`config.mk`:
```
export PLATFORM = sky130hd
export DESIGN_NAME = logic_unit_pipe_flat
export DESIGN_NICKNAME = d
export VERILOG_FILES = /design/src/rtl/logic_unit_pipe_if.sv /design/src/rtl/logic_unit_pipe.sv /design/src/flat_wrapper.sv
export SDC_FILE = /design/constraint.sdc
export NUM_CORES = 1
export LEC_CHECK = 0
export ABC_CLOCK_PERIOD_IN_PS = 7500
export BUFFER_PORTS_ARGS = -buffer_cell sky130_fd_sc_hd__buf_2
export CAP_MARGIN = 25
export CORE_ASPECT_RATIO = 0.8
export CORE_MARGIN = 2
export CORE_UTILIZATION = 55
export CTS_CLUSTER_SIZE = 12
export DETAILED_ROUTE_END_ITERATION = 10
export PLACE_DENSITY = 0.89
export RECOVER_POWER = 25
export SLEW_MARGIN = 40
export SYNTH_ARGS = -nofsm -noshare
export SYNTH_HDL_FRONTEND = slang
export SYNTH_SLANG_ARGS = --single-unit
```
`constraint.sdc`:
```
create_clock -name clk -period 7.5 [get_ports clk]
set_input_delay 1.5 -clock clk [delete_from_list [all_inputs] [get_ports clk]]
set_output_delay 1.5 -clock clk [all_outputs]
set_load 0.01 [all_outputs]
```
`src/rtl/logic_unit_pipe_if.sv`:
```
// rtl/logic_unit_pipe_if.sv - operand/result handshake bundle for logic_unit_pipe
interface logic_unit_pipe_if #(
  parameter int WIDTH = 8,
  parameter int CNT_W = 16
);
  localparam int PW = $clog2(WIDTH + 1);

  logic             in_valid;
  logic             in_ready;
  logic [2:0]       op;
  logic [WIDTH-1:0] a;
  logic [WIDTH-1:0] b;
  logic             out_valid;
  logic             out_ready;
  logic [WIDTH-1:0] y;
  logic             zero;
  logic             ones;
  logic [PW-1:0]    popcnt;
  logic [CNT_W-1:0] match_cnt;

  modport master (
    output in_valid, op, a, b, out_ready,
    input  in_ready, out_valid, y, zero, ones, popcnt, match_cnt
  );

  modport slave (
    input  in_valid, op, a, b, out_ready,
    output in_ready, out_valid, y, zero, ones, popcnt, match_cnt
  );
endinterface

```
`src/rtl/logic_unit_pipe.sv`:
```
// rtl/logic_unit_pipe.sv - two-stage bitwise logic unit with result flags and match counter
module logic_unit_pipe #(
  parameter int WIDTH = 8,
  parameter int CNT_W = 16
) (
  input  logic                clk,
  input  logic                rst,
  input  logic                clr,
  logic_unit_pipe_if.slave    bus
);
  localparam int PW = $clog2(WIDTH + 1);

  localparam logic [2:0] OP_AND  = 3'd0;
  localparam logic [2:0] OP_OR   = 3'd1;
  localparam logic [2:0] OP_XOR  = 3'd2;
  localparam logic [2:0] OP_XNOR = 3'd3;
  localparam logic [2:0] OP_NAND = 3'd4;
  localparam logic [2:0] OP_NOR  = 3'd5;
  localparam logic [2:0] OP_NOTA = 3'd6;

  localparam logic [CNT_W-1:0] CNT_MAX = '1;
  localparam logic [CNT_W-1:0] CNT_ONE = CNT_W'(1);

  function automatic logic [PW-1:0] popcount(input logic [WIDTH-1:0] v);
    logic [PW-1:0] c;
    c = '0;
    for (int i = 0; i < WIDTH; i++) c = c + PW'(v[i]);
    return c;
  endfunction

  logic             s1_v_q, s1_v_d;
  logic [WIDTH-1:0] y1_q, y1_d;
  logic [2:0]       op1_q, op1_d;
  logic             s2_v_q, s2_v_d;
  logic [WIDTH-1:0] y_q, y_d;
  logic             zero_q, zero_d;
  logic             ones_q, ones_d;
  logic [PW-1:0]    popcnt_q, popcnt_d;
  logic             is_xnor_q, is_xnor_d;
  logic [CNT_W-1:0] match_cnt_q, match_cnt_d;

  logic             s1_load, s2_load, out_fire;
  logic [WIDTH-1:0] op_res;

  always_comb begin
    case (bus.op)
      OP_AND:  op_res = bus.a & bus.b;
      OP_OR:   op_res = bus.a | bus.b;
      OP_XOR:  op_res = bus.a ^ bus.b;
      OP_XNOR: op_res = ~(bus.a ^ bus.b);
      OP_NAND: op_res = ~(bus.a & bus.b);
      OP_NOR:  op_res = ~(bus.a | bus.b);
      OP_NOTA: op_res = ~bus.a;
      default: op_res = bus.a;
    endcase
  end

  // Only out_ready feeds the load chain, so in_ready never depends on the operands.
  always_comb begin
    s2_load  = !s2_v_q || bus.out_ready;
    s1_load  = !s1_v_q || s2_load;
    out_fire = s2_v_q && bus.out_ready;
  end

  always_comb begin
    s1_v_d = s1_v_q;
    y1_d   = y1_q;
    op1_d  = op1_q;
    if (s1_load) begin
      s1_v_d = bus.in_valid;
      if (bus.in_valid) begin
        y1_d  = op_res;
        op1_d = bus.op;
      end
    end
  end

  always_comb begin
    s2_v_d    = s2_v_q;
    y_d       = y_q;
    zero_d    = zero_q;
    ones_d    = ones_q;
    popcnt_d  = popcnt_q;
    is_xnor_d = is_xnor_q;
    if (s2_load) begin
      s2_v_d = s1_v_q;
      if (s1_v_q) begin
        y_d       = y1_q;
        zero_d    = ~|y1_q;
        ones_d    = &y1_q;
        popcnt_d  = popcount(y1_q);
        is_xnor_d = (op1_q == OP_XNOR);
      end
    end
  end

  always_comb begin
    match_cnt_d = match_cnt_q;
    if (clr) begin
      match_cnt_d = '0;
    end else if (out_fire && is_xnor_q && ones_q && match_cnt_q != CNT_MAX) begin
      match_cnt_d = match_cnt_q + CNT_ONE;
    end
  end

  always_ff @(posedge clk or posedge rst) begin
    if (rst) begin
      s1_v_q      <= 1'b0;
      y1_q        <= '0;
      op1_q       <= '0;
      s2_v_q      <= 1'b0;
      y_q         <= '0;
      zero_q      <= 1'b1;
      ones_q      <= 1'b0;
      popcnt_q    <= '0;
      is_xnor_q   <= 1'b0;
      match_cnt_q <= '0;
    end else begin
      s1_v_q      <= s1_v_d;
      y1_q        <= y1_d;
      op1_q       <= op1_d;
      s2_v_q      <= s2_v_d;
      y_q         <= y_d;
      zero_q      <= zero_d;
      ones_q      <= ones_d;
      popcnt_q    <= popcnt_d;
      is_xnor_q   <= is_xnor_d;
      match_cnt_q <= match_cnt_d;
    end
  end

  assign bus.in_ready  = s1_load;
  assign bus.out_valid = s2_v_q;
  assign bus.y         = y_q;
  assign bus.zero      = zero_q;
  assign bus.ones      = ones_q;
  assign bus.popcnt    = popcnt_q;
  assign bus.match_cnt = match_cnt_q;
endmodule
```
`src/flat_wrapper.sv`:
```
// flat-port wrapper written by rule: the top's interface ports become plain ports
module logic_unit_pipe_flat 
#(
  parameter int WIDTH = 8,
  parameter int CNT_W = 16
)
  (clk, rst, clr, bus_in_valid, bus_op, bus_a, bus_b, bus_out_ready, bus_in_ready, bus_out_valid, bus_y, bus_zero, bus_ones, bus_popcnt, bus_match_cnt);
  logic_unit_pipe_if #(.WIDTH(WIDTH), .CNT_W(CNT_W)) bus_i ();
  input  logic clk;
  input  logic rst;
  input  logic clr;
  input wire logic [$bits(bus_i.in_valid)-1:0] bus_in_valid;
  input wire logic [$bits(bus_i.op)-1:0] bus_op;
  input wire logic [$bits(bus_i.a)-1:0] bus_a;
  input wire logic [$bits(bus_i.b)-1:0] bus_b;
  input wire logic [$bits(bus_i.out_ready)-1:0] bus_out_ready;
  output wire logic [$bits(bus_i.in_ready)-1:0] bus_in_ready;
  output wire logic [$bits(bus_i.out_valid)-1:0] bus_out_valid;
  output wire logic [$bits(bus_i.y)-1:0] bus_y;
  output wire logic [$bits(bus_i.zero)-1:0] bus_zero;
  output wire logic [$bits(bus_i.ones)-1:0] bus_ones;
  output wire logic [$bits(bus_i.popcnt)-1:0] bus_popcnt;
  output wire logic [$bits(bus_i.match_cnt)-1:0] bus_match_cnt;
  assign bus_i.in_valid = bus_in_valid;
  assign bus_i.op = bus_op;
  assign bus_i.a = bus_a;
  assign bus_i.b = bus_b;
  assign bus_i.out_ready = bus_out_ready;
  assign bus_in_ready = bus_i.in_ready;
  assign bus_out_valid = bus_i.out_valid;
  assign bus_y = bus_i.y;
  assign bus_zero = bus_i.zero;
  assign bus_ones = bus_i.ones;
  assign bus_popcnt = bus_i.popcnt;
  assign bus_match_cnt = bus_i.match_cnt;
  logic_unit_pipe #(.WIDTH(WIDTH), .CNT_W(CNT_W)) u_core (.clk(clk), .rst(rst), .clr(clr), .bus(bus_i));
endmodule
```
After elaboration in Yosys (flattened, before gate mapping)
Cells that the tools add are included.
Cells by class
  equality and inequality tests: 8
  bitwise operators: 7
  $add $sub $neg: 8
  muxes and demuxes: 3
  reductions and logical operators: 15
Operators with widths (number)
  $pmux W8 S7: 1
  $mux W16: 2
  $not A8 Y8: 4
  $add A4 B1 Y4: 6
  $add A16 B1 Y16 const B: 1
  $ne A16 B16 Y1 const B: 1
  $eq A3 B2 Y1 const B: 3
  $eq A3 B3 Y1 const B: 3
  $and A8 B8 Y8: 1
  $or A8 B8 Y8: 1
  $reduce_and A8 Y1: 1
  $reduce_or A8 Y1: 1
  $xor A8 B8 Y8: 1
  $logic_and A1 B1 Y1: 4
  $reduce_and A2 Y1: 2
  $eq A3 B1 Y1 const B: 1
  $logic_not A1 Y1: 3
  $logic_not A3 Y1: 1
  $add A1 B1 Y2: 1
  $logic_or A1 B1 Y1: 2
  $reduce_bool A2 Y1: 1
Word-level totals
  register bits: 44
  output and inout bits: 32
  logic and storage cells: 51

Logic depth before layout (Yosys ltp)
Gate-level depths: netlist of the first run.
  word-level depth: 7
  depth in mapped cells: 11
  depth with buffers taken out: 11

Least setup slack after synthesis of the first run
No wires, ideal clock.
  path type: input to output
  start: input port bus_out_ready
  end: output port bus_in_ready
  path slack: 4.291 ns
  stages: 1
  data arrival time: 1.709 ns
  required time: 6.000 ns
  cell sequence: nand3b_1
Between the ends
  longest elaborated chain between the ends: 2
Ends and longest elaborated chain
  start, declared: line flat_wrapper.sv:16  | input wire logic [$bits(bus_i.out_ready)-1:0] bus_out_ready;
  $logic_or A1 B1 Y1: line logic_unit_pipe.sv:60  | s2_load = !s2_v_q || bus.out_ready;
  $logic_or A1 B1 Y1: line logic_unit_pipe.sv:61  | s1_load = !s1_v_q || s2_load;
  end, declared: line flat_wrapper.sv:17  | output wire logic [$bits(bus_i.in_ready)-1:0] bus_in_ready;
Every way passes these cells.

Worst setup path after layout of the first run
Same ends and word-level chain as after synthesis.

==> results of run 1 <==
## metrics by stage
step           hold slack, ns  power [mW]  worst slack [ns]
2_1_floorplan           0.425       0.429              4.29
3_3_place_gp            0.439       0.480              4.07
3_5_place_dp            0.457       0.495              4.01
4_1_cts                 0.470       0.673              4.01
5_1_grt                 0.486       0.715              3.56
6_report                0.475       0.666              4.01
## how the worst max path moves through the flow
stage	startpoint	endpoint	slack, ns	cells after the start
2_1_floorplan	bus_out_ready	bus_in_ready	4.29	1
3_3_place_gp	bus_out_ready	bus_in_ready	4.07	3
3_5_place_dp	bus_out_ready	bus_in_ready	4.01	3
4_1_cts	bus_out_ready	bus_in_ready	4.01	3
5_1_grt	rst	u_core.bus.y[4]	3.56	3
6_report	bus_out_ready	bus_in_ready	4.01	3
## power by group
part | total [mW] | internal, mW | leakage [nW] | switching, mW
registers | 0.293 | 0.270 | 0.551 | 0.0229
clock network | 0.179 | 0.0989 | 0.0552 | 0.0803
logic | 0.194 | 0.0856 | 1.07 | 0.109
total | 0.666 | 0.454 | 1.67 | 0.212
## cells in the final DEF, fill, tap and decap left out, types with 5 or more instances in the layout
cell and count:
ha_1 21, o21a_1 5, a31oi_1 8, mux2_2 10, and2_1 5, clkbuf_8 5
nand3_1 16, a211o_1 8, or4_1 6, nor3_1 6, nand2_1 23, nand4_1 8
o31ai_1 5, nor2_1 28, a21oi_1 8, nor2b_1 5, dfrtp_1 43, buf_2 54
o21ai_0 17, inv_1 32, xor2_1 17
## state kept, by name (all words and copies together) (netlist names)
name and flops:
u_core.bus.match_cnt 16, u_core.bus.ones 1, u_core.bus.out_valid 1, u_core.bus.popcnt 4, u_core.bus.y 8, u_core.bus.zero 1, u_core.is_xnor_q 1, u_core.op1_q 3
u_core.s1_v_q 1, u_core.y1_q 8
## critical path, stage by stage
cell	delay (ns)
clkbuf_1	0.11
nand3b_1	0.22
buf_2	0.17
## area by class of cell
type | count | area [um2] | share of cell area
clock buffer | 6 | 72.6 | 0.0218
inverter | 32 | 120 | 0.0361
timing repair buffer | 56 | 278 | 0.0835
sequential | 44 | 1100 | 0.331
tap | 62 | 77.6 | 0.0233
multi-input combinational | 232 | 1640 | 0.493
clock inverter | 2 | 35.0 | 0.0105
## metal layers
metal | vias up | routed length, um
li1 | 1216 | -
met2 | 89 | 2740
met3 | 14 | 369
met4 | 0 | 114
met5 | - | 0
met1 | 1182 | 2900
## kinds of logic (layout without fill, tap and decap cells)
group | after synthesis | count (layout)
DFF | 44 | 44
xor gates and xnor gates | 17 | 17
muxes | 11 | 11
and+or+nand+nor | 116 | 116
AOI/OAI and AO/OA | 63 | 63
buffers and inverters | 49 | 96
adders and majority gates | 25 | 25
==> out/summary.txt, run 1 <==
Worst VDD drop - 0.130 mV
Core ar. - 5060 um2
Unique masters post-synth - 41
CTS Root Cell - clkbuf_8
post-synthesis mux area share - 0.0424
WL/cell - 14.1 um
CP Class - input port to output pin
final setup TNS - 0 ns
vias in the first global route - 2302
Slew Viols, Final - 45
CP Launch Type - input port
Synth Area in Compound Gates - 0.144
clock sinks - 44
Post-Synthesis Net Count - 374
top-count cell post-synth - dfrtp_1
post-route ant nets - 0
PD cells - 200 nW/um2
post-synth top area share - 0.368
PortBufs - 55
largest net degree at the start of global routing - 45
number of flops mapped to enable cells by yosys - 0
mapped cell area - 2920 um2
CP max FO - 4
Rel. slew slack - -0.542
CTS tree - yes
grt ovf - 0
DP Area - 3220 um2
Num CTS Buffers - 5
Final min period - 3.49 ns
post-CTS setup buffers - 0
Crit path required time - 6.00 ns
reg-to-reg setup timing slack - 4.55 ns
Ports - 56
crit path DAT - 1.99 ns
met1 global-route usage - 0.327
post-DR vias/cell - 5.76
status - finished with violations
first-pass GRT wire length - 10700 um
total track usage - 0.219
fin crit share - 0.466
share of layout cells above drive strength 1 - 0.210
Main synth FF type - dfrtp_1
Gates resized, CTS repair - 0
Reg2Reg Depth - 10
grt peak-use layer - met1
most frequent cells after synthesis - 43 x dfrtp_1, 32 x inv_1, 28 x nor2_1
max frequency - 286 MHz
initial DRC count - 169
met2 GRT Util - 0.325
Die Wd - 85.5 um
synth top area cells - dfrtp_1 37%, ha_1 9.0%, xor2_1 5.1%
placed cells - 426
worst-skew pair later-pin latency - 0.29 ns
design area - 3330 um2
failing checks - max-capacitance violations, max-slew violations
drt first pass iters - 5
HPWL after detailed placement - 4480 um
Synth Area per Inst - 8.99 um2
Clock Path Buffers - 2
Placer Congestion - 0.890
Hold WC Path Type - flip-flop to flip-flop
hold buffer count at CTS - 0
Worst-path clk slew - 0.08 ns
ys async rst share - 1.00
Setup Viol. Count Final - 0
via count - 2501
Post-Route WL - 6120 um
Seq cells post-synth - 44
skew final - 0.00149 ns
Die ar. - 5920 um2
post-synthesis simple-gate area fraction - 0.204
reg-to-reg endpoint - u_core.bus.popcnt[1]
final hold vios - 0
Die Y - 69.2 um
Post-Synth XOR/XNOR Area - 0.0509
FP Rows - 23
RSZ-0062 raised after global routing - no
Util after Layout - 0.657
Remaining DRCs - 0
Worst Setup End Kind - output pin
# H-tree levels - 2
Min-Delay Path Depth - 1
Starting Density - 0.577
Mapped Cells - 325
Hold Crit Start - u_core.op1_q[2]
area growth from synthesis to layout - 13.8%
R2R Path Start - u_core.y1_q[0]
n_diodes - 0
Worst-Margin Slew - 2.31 ns
Lkg Pwr - 1.67 nW
met3 usage - 0.0405
Non-Filler Instances - 434
main combinational cell family by area after synthesis - simple AND/OR/NAND/NOR gates
Endpoint, Worst Hold - u_core.is_xnor_q
post-synthesis sequential area ratio - 0.377
area leader, netlist - dfrtp_1
fraction of the mapped netlist area in adder cells - 0.117
synth warn - 0
Filler Cell Count - 393
initial antenna violation count - 0
Max Cap Viol - 1
Nets - 420
Note: power is estimated with default switching activity, not from simulation.
==> inputs of run 2 (changes only) <==
--- a/config.mk
+++ b/config.mk
@@ -5,15 +5,15 @@
 export SDC_FILE = /design/constraint.sdc
 export NUM_CORES = 1
 export LEC_CHECK = 0
-export ABC_CLOCK_PERIOD_IN_PS = 7500
+export ABC_CLOCK_PERIOD_IN_PS = 3100
 export BUFFER_PORTS_ARGS = -buffer_cell sky130_fd_sc_hd__buf_2
 export CAP_MARGIN = 25
 export CORE_ASPECT_RATIO = 0.8
 export CORE_MARGIN = 2
-export CORE_UTILIZATION = 55
+export CORE_UTILIZATION = 50
 export CTS_CLUSTER_SIZE = 12
 export DETAILED_ROUTE_END_ITERATION = 10
-export PLACE_DENSITY = 0.89
+export PLACE_DENSITY = 0.86
 export RECOVER_POWER = 25
 export SLEW_MARGIN = 40
 export SYNTH_ARGS = -nofsm -noshare
==> constraint.sdc (replaced) <==
create_clock -name clk -period 3.1 [get_ports clk]
set_input_delay 0.62 -clock clk [delete_from_list [all_inputs] [get_ports clk]]
set_output_delay 0.62 -clock clk [all_outputs]
set_load 0.01 [all_outputs]
==> out/summary.txt, run 2 (synthesis results as in run 1) <==
R2R Path Start - u_core.y1_q[0]
WL/cell - 14.0 um
worst-skew pair later-pin latency - 0.30 ns
n_diodes - 0
Min-Delay Path Depth - 1
final hold vios - 0
drt first pass iters - 5
Worst-Margin Slew - 1.06 ns
Final min period - 2.90 ns
vias in the first global route - 2321
initial DRC count - 165
Combinational Power Share - 0.284
Worst VDD drop - 0.185 mV
Hold WC Path Type - flip-flop to flip-flop
power after layout - 1.64 mW
CP Launch Type - flip-flop
Gates resized, CTS repair - 0
PD cells - 486 nW/um2
reg-to-reg endpoint - u_core.bus.popcnt[1]
Clock power frac - 0.285
reg-to-reg setup timing slack - 0.20 ns
worst path cell trace - inv_1 > ha_1 > inv_1 > fa_1 > fa_1 > inv_1 > fa_1 > inv_1 > fa_1 > o21ai_0
Worst-path clk slew - 0.08 ns
Max stage delay on crit path - 0.49 ns
initial antenna violation count - 0
largest net degree at the start of global routing - 34
first-pass GRT wire length - 10600 um
Num CTS Buffers - 5
Reg2Reg Depth - 10
Starting Density - 0.526
commonest non-fill, non-tap cell in the layout - buf_2
CTS Root Cell - clkbuf_8
# H-tree levels - 2
Slew Viols, Final - 0
clock sinks - 44
total track usage - 0.210
final setup TNS - 0 ns
fin crit share - 0.934
grt ovf - 0
Clock Path Buffers - 2
Buf/Inv on CP - 4
CP Class - flip-flop to flip-flop
post-DR vias/cell - 5.50
CP max FO - 3
CTS tree - yes
Crit path required time - 3.31 ns
Net Sw Frac - 0.304
Ports - 56
Die Y - 72.4 um
post-CTS setup buffers - 0
Post-Route WL - 6310 um
Remaining DRCs - 0
Worst path slowest cell - fa_1
commonest cells after routing, fill and taps aside - 55 x buf_2, 43 x dfrtp_1, 32 x inv_1
Die Wd - 89.5 um
crit path DAT - 3.10 ns
PortBufs - 55
skew final - 0.00445 ns
RSZ-0062 raised after global routing - no
Max Cap Viol - 0
share of layout cells above drive strength 1 - 0.222
via count - 2487
status - complete, no violations
Hold Crit Start - u_core.op1_q[2]
Int Pwr - 1.14 mW
Worst Setup End Kind - flip-flop
sequential share of power - 0.431
Lkg Pwr - 1.68 nW
post-route ant nets - 0
Core ar. - 5560 um2
Crit path max-delay family - adder cells
Util after Layout - 0.608
Setup Viol. Count Final - 0
area growth from synthesis to layout - 15.5%
Endpoint, Worst Hold - u_core.is_xnor_q
Placer Congestion - 0.836
hold buffer count at CTS - 0
NetSw - 0.498 mW
Nets - 422
FP Rows - 24
Die ar. - 6480 um2
HPWL after detailed placement - 4620 um
Rel. slew slack - 0.290
max frequency - 345 MHz
max reg flops - 16
run 2: worst max path at each step:
stage               slack (ns)      startpoint              endpoint  cells past startpoint
floorplan                 0.38  u_core.y1_q[0]  u_core.bus.popcnt[1]                     10
global placement          0.31  u_core.y1_q[0]  u_core.bus.popcnt[1]                     10
detailed placement        0.21  u_core.y1_q[0]  u_core.bus.popcnt[1]                     10
CTS                       0.19  u_core.y1_q[0]  u_core.bus.popcnt[1]                     10
global route              0.06  u_core.y1_q[0]  u_core.bus.popcnt[1]                     10
finish                    0.20  u_core.y1_q[0]  u_core.bus.popcnt[1]                     10
run 2: cell type report:
cell class	count	area, um2
well taps	78	97.6
inverters	32	120
multi-input cells	232	1630
clock buffers	7	96.3
fillers	465	2180
clock inverters	1	30.0
flip-flops and latches	44	1100
repair buffers	58	298
run 2: metrics by stage:
stage / cell area (um2) / hold slack, ns / worst slack (ns) / std cells
finish: 3380 / 0.466 / 0.204 / 452
global route: 3380 / 0.499 / 0.0573 / 452
CTS: 3380 / 0.395 / 0.190 / 452
detailed placement: 3250 / 0.460 / 0.210 / 444
global placement: 3250 / 0.440 / 0.308 / 444
floorplan: 2920 / 0.425 / 0.383 / 325
run 2: metal layers:
metal	routed length, um	track usage
met1	2970	0.298
met2	2840	0.322
met3	394	0.0398
met4	105	0.0730
met5	0	0
run 2: power groups by stage:
stage / Clock (mW) / Combinational [mW] / Sequential [mW]
global route: 0.503 / 0.536 / 0.720
CTS: 0.477 / 0.472 / 0.709
finish: 0.468 / 0.466 / 0.708
detailed placement: 0 / 0.470 / 0.720
floorplan: 0 / 0.303 / 0.734
global placement: 0 / 0.442 / 0.715
==> inputs of run 3 (changes only) <==
--- a/config.mk
+++ b/config.mk
@@ -5,15 +5,15 @@
 export SDC_FILE = /design/constraint.sdc
 export NUM_CORES = 1
 export LEC_CHECK = 0
-export ABC_CLOCK_PERIOD_IN_PS = 3100
+export ABC_CLOCK_PERIOD_IN_PS = 3700
 export BUFFER_PORTS_ARGS = -buffer_cell sky130_fd_sc_hd__buf_2
 export CAP_MARGIN = 25
 export CORE_ASPECT_RATIO = 0.8
 export CORE_MARGIN = 2
-export CORE_UTILIZATION = 50
+export CORE_UTILIZATION = 55
 export CTS_CLUSTER_SIZE = 12
 export DETAILED_ROUTE_END_ITERATION = 10
-export PLACE_DENSITY = 0.86
+export PLACE_DENSITY = 0.89
 export RECOVER_POWER = 25
 export SLEW_MARGIN = 40
 export SYNTH_ARGS = -nofsm -noshare
==> constraint.sdc (replaced) <==
create_clock -name clk -period 3.7 [get_ports clk]
set_input_delay 0.74 -clock clk [delete_from_list [all_inputs] [get_ports clk]]
set_output_delay 0.74 -clock clk [all_outputs]
set_load 0.01 [all_outputs]
==> out/summary.txt, run 3 (synthesis results as in run 1) <==
status - complete, no violations
Starting Density - 0.577
Die Y - 69.2 um
PortBufs - 55
FP Rows - 23
Core ar. - 5060 um2
max reg flops - 16
Worst Setup End Kind - flip-flop
max frequency - 344 MHz
WL/cell - 13.6 um
post-DR vias/cell - 5.63
largest net degree at the start of global routing - 34
WHS - 0.456 ns
RSZ-0062 raised after global routing - no
worst path cell trace - inv_1 > ha_1 > inv_1 > fa_1 > fa_1 > inv_1 > fa_1 > inv_1 > fa_1 > o21ai_0
Clock Path Buffers - 2
HPWL after detailed placement - 4450 um
Nets - 421
initial DRC count - 176
power after layout - 1.27 mW
commonest non-fill, non-tap cell in the layout - buf_2
n_diodes - 0
Die ar. - 5920 um2
final hold vios - 0
initial antenna violation count - 0
worst-skew pair later-pin latency - 0.30 ns
Placer Congestion - 0.898
# H-tree levels - 2
Max stage delay on crit path - 0.49 ns
Non-Filler Instances - 435
post-CTS setup buffers - 0
Worst VDD drop - 0.264 mV
skew final - 0.00386 ns
crit path DAT - 3.11 ns
Rel. slew slack - 0.337
Worst path slowest cell - fa_1
Worst-Margin Slew - 0.993 ns
Post-Route WL - 5900 um
Crit path required time - 3.90 ns
total track usage - 0.205
drt first pass iters - 4
hold buffer count at CTS - 0
vias in the first global route - 2135
area growth from synthesis to layout - 13.2%
placed cells - 427
Gates resized, CTS repair - 0
share of layout cells above drive strength 1 - 0.209
Remaining DRCs - 0
CTS tree - yes
Hold WC Path Type - flip-flop to flip-flop
Ports - 56
fin crit share - 0.785
PD cells - 385 nW/um2
Setup Viol. Count Final - 0
CP Launch Type - flip-flop
Lkg Pwr - 1.66 nW
Max Cap Viol - 0
via count - 2450
CP Class - flip-flop to flip-flop
Worst-path clk slew - 0.08 ns
Die Wd - 85.5 um
grt ovf - 0
first-pass GRT wire length - 9890 um
Slew Viols, Final - 0
post-route ant nets - 0
commonest cells after routing, fill and taps aside - 54 x buf_2, 43 x dfrtp_1, 32 x inv_1
final setup TNS - 0 ns
Num CTS Buffers - 5
CP max FO - 3
clock sinks - 44
Final min period - 2.91 ns
CTS Root Cell - clkbuf_8
-- run 3: cell count changes in the layout (fill, tap and decap cells not counted), sizes merged --
cell,before,now
bufinv,1,0
buf,58,55
clkbuf,7,9
clkinv,0,1
-- run 3: final timing paths --
| kind | start | endpoint | slack, ns | cells after the start |
|---|---|---|---|---|
| max | u_core.y1_q[0] | u_core.bus.popcnt[1] | 0.79 | 10 |
| min | u_core.op1_q[2] | u_core.is_xnor_q | 0.46 | 1 |
| max reg2reg | u_core.y1_q[0] | u_core.bus.popcnt[1] | 0.79 | 10 |
| min reg2reg | u_core.op1_q[2] | u_core.is_xnor_q | 0.46 | 1 |
| max in group asynchronous | rst | u_core.y1_q[0] | 2.13 | 3 |
| min in group asynchronous | rst | u_core.bus.out_valid | 0.67 | 2 |
-- run 3: cell type report --
type	count	area, um2
clock buffer	7	76.3
clock inverter	1	5.00
fill	406	1760
inverter	32	120
multi-input combinational	232	1640
sequential	44	1100
tap	62	77.6
timing repair buffer	57	285
-- run 3: metal layers --
| metal | track usage | routed length, um | vias to the layer above |
|---|---|---|---|
| met5 | 0 | 0 | - |
| met4 | 0.0547 | 63 | 0 |
| met3 | 0.0500 | 427 | 7 |
| met2 | 0.293 | 2630 | 87 |
| met1 | 0.310 | 2780 | 1131 |
| li1 | - | - | 1225 |
-- run 3: critical path, delay by kind of cell (launching register included) --
| kind | cells | cell delay, ns |
|---|---|---|
| buffers and inverters | 4 | 0.26 |
| AOI/OAI and AO/OA | 1 | 0.18 |
| adders and majority gates | 5 | 1.99 |
| DFF | 1 | 0.37 |
-- run 3: power breakdown --
part	internal, mW	total (mW)	switching (mW)
sequential	0.547	0.594	0.0471
clock	0.133	0.288	0.155
combinational	0.175	0.392	0.217
-- run 3: per-stage QoR --
stage / util / worst slack, ns / instance area (um2)
after detailed placement: 0.638 / 0.811 / 3230
after floorplan: - / 0.983 / 2920
after CTS: 0.654 / 0.783 / 3310
after global placement: 0.636 / 0.915 / 3220
after global routing: 0.653 / 0.655 / 3310
final: 0.653 / 0.795 / 3310
